File: src/rtl/tx_frame_sched.sv
// Transmit frame scheduler: buffers source bits and emits preamble / payload / tail
// frames one bit per bit_en tick, driving encoder and interleaver markers.
module tx_frame_sched #(
   parameter int unsigned PREAMBLE_LEN = 16,
   parameter logic [31:0] PREAMBLE     = 32'h0000A5F0,
   parameter int unsigned PAYLOAD_LEN  = 64,
   parameter int unsigned TAIL_LEN     = 6,
   parameter int unsigned FIFO_DEPTH   = 128
) (
   input  logic clk,
   input  logic rst,
   input  logic bit_en,
   input  logic src_bit,
   input  logic src_valid,
   output logic src_full,
   output logic overflow,
   output logic out_bit,
   output logic out_valid,
   output logic frame_start,
   output logic payload_start,
   output logic enc_bypass,
   output logic enc_flush,
   output logic busy
);

   localparam int unsigned PTR_W   = $clog2(FIFO_DEPTH);
   localparam int unsigned CNT_W   = PTR_W + 1;
   localparam int unsigned MAX_LEN = (PREAMBLE_LEN > PAYLOAD_LEN)
                                     ? ((PREAMBLE_LEN > TAIL_LEN) ? PREAMBLE_LEN : TAIL_LEN)
                                     : ((PAYLOAD_LEN > TAIL_LEN) ? PAYLOAD_LEN : TAIL_LEN);
   localparam int unsigned IDX_W   = $clog2(MAX_LEN + 1);

   typedef enum logic [1:0] {IDLE, PRE, PAY, TAIL} state_t;

   state_t             state_q, state_d;
   logic [IDX_W-1:0]   idx_q, idx_d;
   logic [FIFO_DEPTH-1:0] mem;
   logic [PTR_W-1:0]   wr_ptr, rd_ptr;
   logic [CNT_W-1:0]   count;
   logic               full, push, pop, head;
   logic [4:0]         pre_sel;
   logic               emit, emit_bit, emit_fs, emit_ps, emit_byp, emit_fl;

   // ---------------- source FIFO ----------------
   assign full     = (count == CNT_W'(FIFO_DEPTH));
   // A pop in the same cycle frees the head slot, so a write while full is still accepted.
   assign push     = src_valid && (!full || pop);
   assign head     = mem[rd_ptr];
   assign src_full = full;

   // NOTE: the storage array has no reset; stale contents are unreachable once the pointers clear.
   always_ff @(posedge clk) begin
      if (push) mem[wr_ptr] <= src_bit;
   end

   always_ff @(posedge clk) begin
      if (rst) begin
         wr_ptr   <= '0;
         rd_ptr   <= '0;
         count    <= '0;
         overflow <= 1'b0;
      end else begin
         if (push) wr_ptr <= wr_ptr + PTR_W'(1);
         if (pop)  rd_ptr <= rd_ptr + PTR_W'(1);
         case ({push, pop})
            2'b10:   count <= count + CNT_W'(1);
            2'b01:   count <= count - CNT_W'(1);
            default: count <= count;
         endcase
         if (src_valid && full && !pop) overflow <= 1'b1;
      end
   end

   // ---------------- frame FSM ----------------
   assign pre_sel = 5'(PREAMBLE_LEN - 1 - 32'(idx_q));

   always_ff @(posedge clk) begin
      if (rst) begin
         state_q <= IDLE;
         idx_q   <= '0;
      end else begin
         state_q <= state_d;
         idx_q   <= idx_d;
      end
   end

   // NOTE: every output of this block gets a default first so no latch can be inferred;
   // blocking assignments are correct here, while the clocked blocks use non-blocking only.
   always_comb begin
      state_d  = state_q;
      idx_d    = idx_q;
      pop      = 1'b0;
      emit     = 1'b0;
      emit_bit = 1'b0;
      emit_fs  = 1'b0;
      emit_ps  = 1'b0;
      emit_byp = 1'b0;
      emit_fl  = 1'b0;
      if (bit_en) begin
         case (state_q)
            IDLE: begin
               // Start only with a whole payload buffered, so PAY can never underflow.
               if (count >= CNT_W'(PAYLOAD_LEN)) begin
                  emit     = 1'b1;
                  emit_bit = PREAMBLE[PREAMBLE_LEN-1];
                  emit_fs  = 1'b1;
                  emit_byp = 1'b1;
                  idx_d    = IDX_W'(1);
                  state_d  = PRE;
               end
            end
            PRE: begin
               emit = 1'b1;
               if (idx_q == IDX_W'(PREAMBLE_LEN)) begin
                  pop      = 1'b1;
                  emit_bit = head;
                  emit_ps  = 1'b1;
                  idx_d    = IDX_W'(1);
                  state_d  = PAY;
               end else begin
                  emit_bit = PREAMBLE[pre_sel];
                  emit_byp = 1'b1;
                  idx_d    = idx_q + IDX_W'(1);
               end
            end
            PAY: begin
               if (idx_q == IDX_W'(PAYLOAD_LEN)) begin
                  if (TAIL_LEN > 0) begin
                     emit    = 1'b1;
                     emit_fl = 1'b1;
                     idx_d   = IDX_W'(1);
                     state_d = TAIL;
                  end else begin
                     idx_d   = '0;
                     state_d = IDLE;
                  end
               end else begin
                  pop      = 1'b1;
                  emit     = 1'b1;
                  emit_bit = head;
                  idx_d    = idx_q + IDX_W'(1);
               end
            end
            TAIL: begin
               if (idx_q == IDX_W'(TAIL_LEN)) begin
                  idx_d   = '0;
                  state_d = IDLE;
               end else begin
                  emit    = 1'b1;
                  emit_fl = 1'b1;
                  idx_d   = idx_q + IDX_W'(1);
               end
            end
            default: begin
               idx_d   = '0;
               state_d = IDLE;
            end
         endcase
      end
   end

   // ---------------- registered outputs ----------------
   always_ff @(posedge clk) begin
      if (rst) begin
         out_valid     <= 1'b0;
         out_bit       <= 1'b0;
         frame_start   <= 1'b0;
         payload_start <= 1'b0;
         enc_bypass    <= 1'b0;
         enc_flush     <= 1'b0;
      end else begin
         out_valid     <= emit;
         out_bit       <= emit_bit;
         frame_start   <= emit_fs;
         payload_start <= emit_ps;
         enc_bypass    <= emit_byp;
         enc_flush     <= emit_fl;
      end
   end

   assign busy = (state_q != IDLE);

endmodule

File: config.mk
export PLATFORM = sky130hd
export DESIGN_NAME = tx_frame_sched
export DESIGN_NICKNAME = d
export VERILOG_FILES = /design/src/rtl/tx_frame_sched.sv
export SDC_FILE = /design/constraint.sdc
export NUM_CORES = 1
export LEC_CHECK = 0
export BUFFER_PORTS_ARGS = -buffer_cell sky130_fd_sc_hd__buf_2
export CORE_ASPECT_RATIO = 0.7
export CORE_MARGIN = 1.5
export CORE_UTILIZATION = 63
export CTS_CLUSTER_DIAMETER = 120
export DETAILED_ROUTE_END_ITERATION = 8
export PLACE_DENSITY = 0.8
export SKIP_LAST_GASP = 1
export SYNTH_ARGS = -nofsm -noshare
export SYNTH_HDL_FRONTEND = slang
export SYNTH_SLANG_ARGS = --single-unit
export TNS_END_PERCENT = 5
File: constraint.sdc
create_clock -name clk -period 5.1 [get_ports clk]
set_input_delay 0.255 -clock clk [delete_from_list [all_inputs] [get_ports clk]]
set_output_delay 0.255 -clock clk [all_outputs]
set_load 0.05 [all_outputs]
Yosys cells after proc, flatten, opt, wreduce, memory -nomap -nowiden
Memories as Yosys holds them, arrays and structs flattened.
Index checks and enable logic that the tools add are counted.

word-level totals
  latch bits = 0
  memory bits (writable) = 0
  ROM bits = 32
  bits in registers = 166
  word-level logic and storage cells = 88
  memories = 1
  output and inout bits = 9

cells by class
  reduce and logical (&&, ||, !) cells = 16
  $add $sub $neg = 6
  div/mod/pow operators = 0
  magnitude comparators = 5
  bitwise logic cells = 3
  equal/unequal tests = 13
  mux-type cells = 31
  $mul = 0
  shifts and indexed selects = 0

memories
  memory            words  width  read ports  clocked after Yosys merged registers in  write ports  line  text
  (name not given)  32     1      1           0                                        0            121   emit_bit = PREAMBLE[pre_sel];

operator list
  kind                   number
  $bwmux W128            1
  $mux W7                4
  $pmux W7 S4            1
  $add A7 B1 Y7 const B  3
  $lt A7 B8 Y1 const B   2
  $pmux W8 S2            1
  $mux W1                12
  $add A8 B1 Y8 const B  1
  $eq A8 B8 Y1 const B   1
  $ge A8 B7 Y1 const B   1
  $mux W2                4
  $ne A2 B2 Y1 const B   4
  $pmux W2 S4            1
  $sub A8 B1 Y8 const B  1
  $bmux W1 S7            1
  $demux W1 S7           1
  $eq A7 B3 Y1 const B   1
  $eq A7 B5 Y1 const B   1
  $eq A7 B7 Y1 const B   1
  $ge A7 B1 Y1 const B   1
  $eq A2 B2 Y1 const B   3
  $lt A5 B6 Y1 const B   1
  $pmux W1 S2            3
  $pmux W1 S3            2
  12 further kinds       22

Depth between registers and ports, before layout
  depth after elaboration = 8
  mapped depth = 16

Worst setup path after synthesis
OpenSTA, ideal clock, no wires.

  path kind = register to register
  from = reg idx_q[0]
  to = reg count[7]
  arrival time = 3.649 ns
  setup slack = 1.323 ns
  stages on the path, launching flop included = 14
  buffers on the path = 1
  clock period less this slack = 3.777 ns
  data required time = 4.972 ns
  cells stage by stage = dfxtp_1 -> inv_1 -> ha_1 -> or4b_4 -> or3_4 -> a21oi_4 -> buf_2 -> ha_1 -> or4b_2 -> a2111o_1 -> a211o_1 -> a21oi_1 -> xnor2_1 -> nor2_1

between the ends
  cells in the longest elaborated chain, start to end = 8

ends and longest elaborated chain
  what                                                      line      text
  start, declared                                           36        logic [IDX_W-1:0] idx_q, idx_d;
  start signal, assigned                                    83        idx_q <= idx_d;
  $eq A7 B7 Y1 / $eq A7 B5 Y1 (equally long branches)       127, 114
  $mux W1 (on tied branches)                                127, 114
  $pmux W1 S2 (*)                                           100       case (state_q)
  $mux W1 (*)                                               99        if (bit_en) begin
  via pop                                                   40        logic full, push, pop, head;
  $logic_or A1 B1 Y1                                        47        assign push = src_valid && (!full || pop);
  $logic_and A1 B1 Y1                                       47
  $eq A2 B1 Y1 / $eq A2 B2 Y1 (equally long branches)       65        case ({push, pop})
  $pmux W8 S2 / $reduce_bool A2 Y1 (equally long branches)  -
  end signal, assigned                                      66        2'b10: count <= count + CNT_W'(1);
  end signal, assigned                                      67        2'b01: count <= count - CNT_W'(1);
  end signal, assigned                                      68        default: count <= count;
  end, declared                                             39        logic [CNT_W-1:0] count;

The timed path passes the listed nets; every way through them passes the cells marked *.
A chain may end at the register's enable or synchronous reset.

Worst setup path after layout
  from = reg idx_q[0]
  to = reg count[7]

between the ends
  cells in the longest elaborated chain, start to end = 8

ends and longest elaborated chain
  what                                                      line
  $eq A7 B7 Y1 / $eq A7 B5 Y1 (equally long branches)       127, 114
  $mux W1 (on tied branches)                                127, 114
  $pmux W1 S2 (*)                                           100
  $mux W1 (*)                                               99
  $logic_or A1 B1 Y1                                        47
  $logic_and A1 B1 Y1                                       47
  $eq A2 B1 Y1 / $eq A2 B2 Y1 (equally long branches)       65
  $pmux W8 S2 / $reduce_bool A2 Y1 (equally long branches)  -

Every way passes the cells marked *; elsewhere a longest branch is shown, timed or not.

==> metrics.md <==
| Metric | Value |
|---|---|
| Site Rows | `33` |
| Post-Syn Area | `7800 µm²` |
| Status | `finished clean` |
| Largest cells by area after synthesis | `edfxtp_1, dfxtp_1, mux4_2, nor2_1, ha_1` |
| RSZ-0062 raised after global routing | `false` |
| Antenna fix cells | `0` |
| Residual DRC | `0` |
| Vias per cell | `6.42` |
| Synthesized instance count | `641` |
| Final Skew | `0.0120 ns` |
| Final Hold Vio Count | `0` |
| Uppermost layer routed | `met4` |
| Die Wd | `136 µm` |
| Die area | `13,100 µm²` |
| Tmin final | `4.54 ns` |
| Vias in the first global route | `5,021` |
| Fmax | `220 MHz` |
| Synth Warn # | `0` |
| CP Data Arrival Time | `4.83 ns` |
| DP Wirelength | `10,300 µm` |
| Post-Syn Nets | `658` |
| Sink Count | `166` |
| Fin crit share | `0.890` |
| Total length of routed wires | `17,200 µm` |
| Starting Density | `0.656` |
| Core box area | `11,900 µm²` |
| Crit end category | `flop` |
| Vias after detailed routing | `5,177` |
| Clk_lat worst skew | `0.43 ns` |
| Initial antenna violation count | `0` |
| Area delta synth->final | `9.11%` |
| Sequential area share after synthesis | `0.590` |
| Routability cong. | `0.846` |
| Layout cells sized above 1 | `0.168` |
| Post-route insts no fill | `806` |
| Largest driver fanout on the critical path | `15` |
| WL met1 | `7400 µm` |
| Post-CTS sizing | `0` |
| Max-slew violations | `0` |
| Number of synthesized flops with an enable pin | `128` |
| Yosys top cell area share | `0.492` |
| Clock slew at reported path FFs | `0.07 ns` |
| CTS Hold Bufs | `0` |
| Initial DRC count | `552` |
| Tightest Pin Transition | `1.16 ns` |
| Routed wl met2 | `8230 µm` |
| Async S/R FF share, synth | `0` |
| Power Density | `332 nW/µm²` |
| GRT Resource Usage Total | `0.280` |
| Root buffer cell | `clkbuf_16` |
| H-tree depth | `4` |
| VDD IR max | `0.329 mV` |
| Grt ovf | `0` |
| Setup violations, final | `0` |
| DRT Pass-1 Iters | `5` |
| Fillers | `796` |
| Avg WL per Cell | `21.4 µm` |
| Clock buffer count from CTS | `17` |
| # placed instances | `774` |
| Worst Path Required | `5.39 ns` |
| Post-CTS Setup Bufs | `0` |
| Multi-input logic area | `2970 µm²` |
| CP Launch Type | `flop` |
| IO Pins | `14` |
| Die height | `96.1 µm` |
| Leakage | `2.67 nW` |
| Final #Nets | `653` |
| Setup TNS | `0 ns` |
| Type of the most critical hold path | `input pin to flop` |
| Clock buffer depth | `2` |
| Synth Register Bits | `166` |
| Relative slew slack | `0.227` |
| Yosys top cell by area | `edfxtp_1` |
| Main synth FF type | `edfxtp_1` |
| Pin count of the biggest net entering global routing | `129` |
| Mean Syn Cell Area | `12.2 µm²` |
| Final antenna-violating net count | `0` |
| PortBufs | `13` |
| Metal3 WL | `1430 µm` |
| Storage cell area | `4610 µm²` |
| Synth unique cells | `58` |
| CTS tree | `done` |
| First-pass GRT wire length | `26,600 µm` |
| Max cap viols | `0` |
| Worst setup path category | `flop to flop` |
cells by family after synthesis:
| group | Yosys count | share of synthesized area |
|---|---|---|
| AO/OA/AOI/OAI | 70 | 0.0630 |
| adder cells (fa/ha/maj) | 12 | 0.0192 |
| buffers and inverters | 54 | 0.0300 |
| AND/OR/NAND/NOR | 269 | 0.159 |
| XOR/XNOR | 22 | 0.0247 |
| flip-flops | 166 | 0.590 |
| multiplexers | 48 | 0.114 |
state kept, by name, summed over array words and instances (netlist names):
signal,flops
rd_ptr,7
overflow,1
out_bit,1
frame_start,1
state_q,2
payload_start,1
enc_bypass,1
out_valid,1
count,8
idx_q,7
mem,128
enc_flush,1
wr_ptr,7
cell type report:
| class | instances | share of cell area |
|---|---|---|
| flip-flops and latches | 166 | 0.541 |
| multi-input cells | 421 | 0.348 |
| clock buffers | 21 | 0.0579 |
| well taps | 157 | 0.0231 |
| clock inverters | 11 | 0.0125 |
| repair buffers | 18 | 0.0120 |
| inverters | 12 | 0.00529 |
metrics by stage:
| step | area, µm² | util | power [mW] | setup slack [ns] | hold slack, ns |
|---|---|---|---|---|---|
| CTS | 8520 | 0.716 | 2.83 | 0.632 | 0.208 |
| floorplan | 7800 | - | 1.53 | 1.32 | 0.354 |
| detailed placement | 7920 | 0.666 | 1.56 | 0.673 | 0.484 |
| global placement | 7920 | 0.666 | 1.55 | 0.862 | 0.468 |
| finish | 8520 | 0.716 | 2.83 | 0.558 | 0.225 |
| global route | 8520 | 0.716 | 2.89 | 0.406 | 0.258 |
worst max-delay path: stages, from the launching register on:
cell,delay (ns)
dfxtp_1,0.37
inv_1,0.14
ha_1,0.15
or4b_4,0.50
or3_4,0.44
a21oi_4,0.43
o21ai_2,0.19
ha_1,0.42
or4b_2,0.68
a2111o_1,0.43
a211o_1,0.27
a21oi_1,0.16
xnor2_1,0.14
nor2_1,0.06
cell usage after synthesis, drive strengths merged, types with 5 or more instances:
cell type / n
a2111oi: 6
a21oi: 19
and3: 5
buf: 15
clkbuf: 27
dfxtp: 38
edfxtp: 128
ha: 12
inv: 12
mux2: 7
mux2i: 9
mux4: 32
nand2: 28
nand2b: 8
nand3: 9
nand4: 6
nor2: 166
nor2b: 14
o211ai: 7
o21ai: 15
or3: 9
or4b: 5
xnor2: 7
xor2: 15
metal layers:
metal	global-route usage	vias up
li1	-	2319
met1	0.387	2600
met2	0.444	234
met3	0.0737	24
met4	0.0762	0
met5	0	-
worst paths after layout:
| kind | startpoint | to | slack [ns] | cells past startpoint |
|---|---|---|---|---|
| worst min register to register | idx_q[5] | idx_q[5] | 0.49 | 2 |
| worst max register to register | idx_q[0] | count[7] | 0.56 | 13 |
| worst max-delay path | idx_q[0] | count[7] | 0.56 | 13 |
| worst min-delay path | src_valid | overflow | 0.23 | 3 |
power breakdown:
| part | switching, mW | total [mW] | internal [mW] |
|---|---|---|---|
| clock | 0.547 | 1.30 | 0.751 |
| combinational | 0.0478 | 0.0614 | 0.0136 |
| sequential | 0.00816 | 1.47 | 1.46 |
cells in the final DEF, fill, tap and decap left out, types with 4 or more instances in the layout:
cell,instances
a2111oi_0,6
a21oi_1,18
inv_6,4
buf_4,5
mux2i_1,9
or3_1,8
buf_2,13
nand2_1,28
inv_1,12
nor2_1,157
nand3_1,9
ha_1,12
mux4_2,32
mux2_2,7
nand2b_1,8
dfxtp_1,37
edfxtp_1,128
nand4_1,6
o21ai_0,13
nor2b_1,14
nor3_1,4
nor2_2,9
and3_1,5
xnor2_1,7
clkbuf_16,19
xor2_1,15
o211ai_1,6
Power figures use the tool's default switching activity.
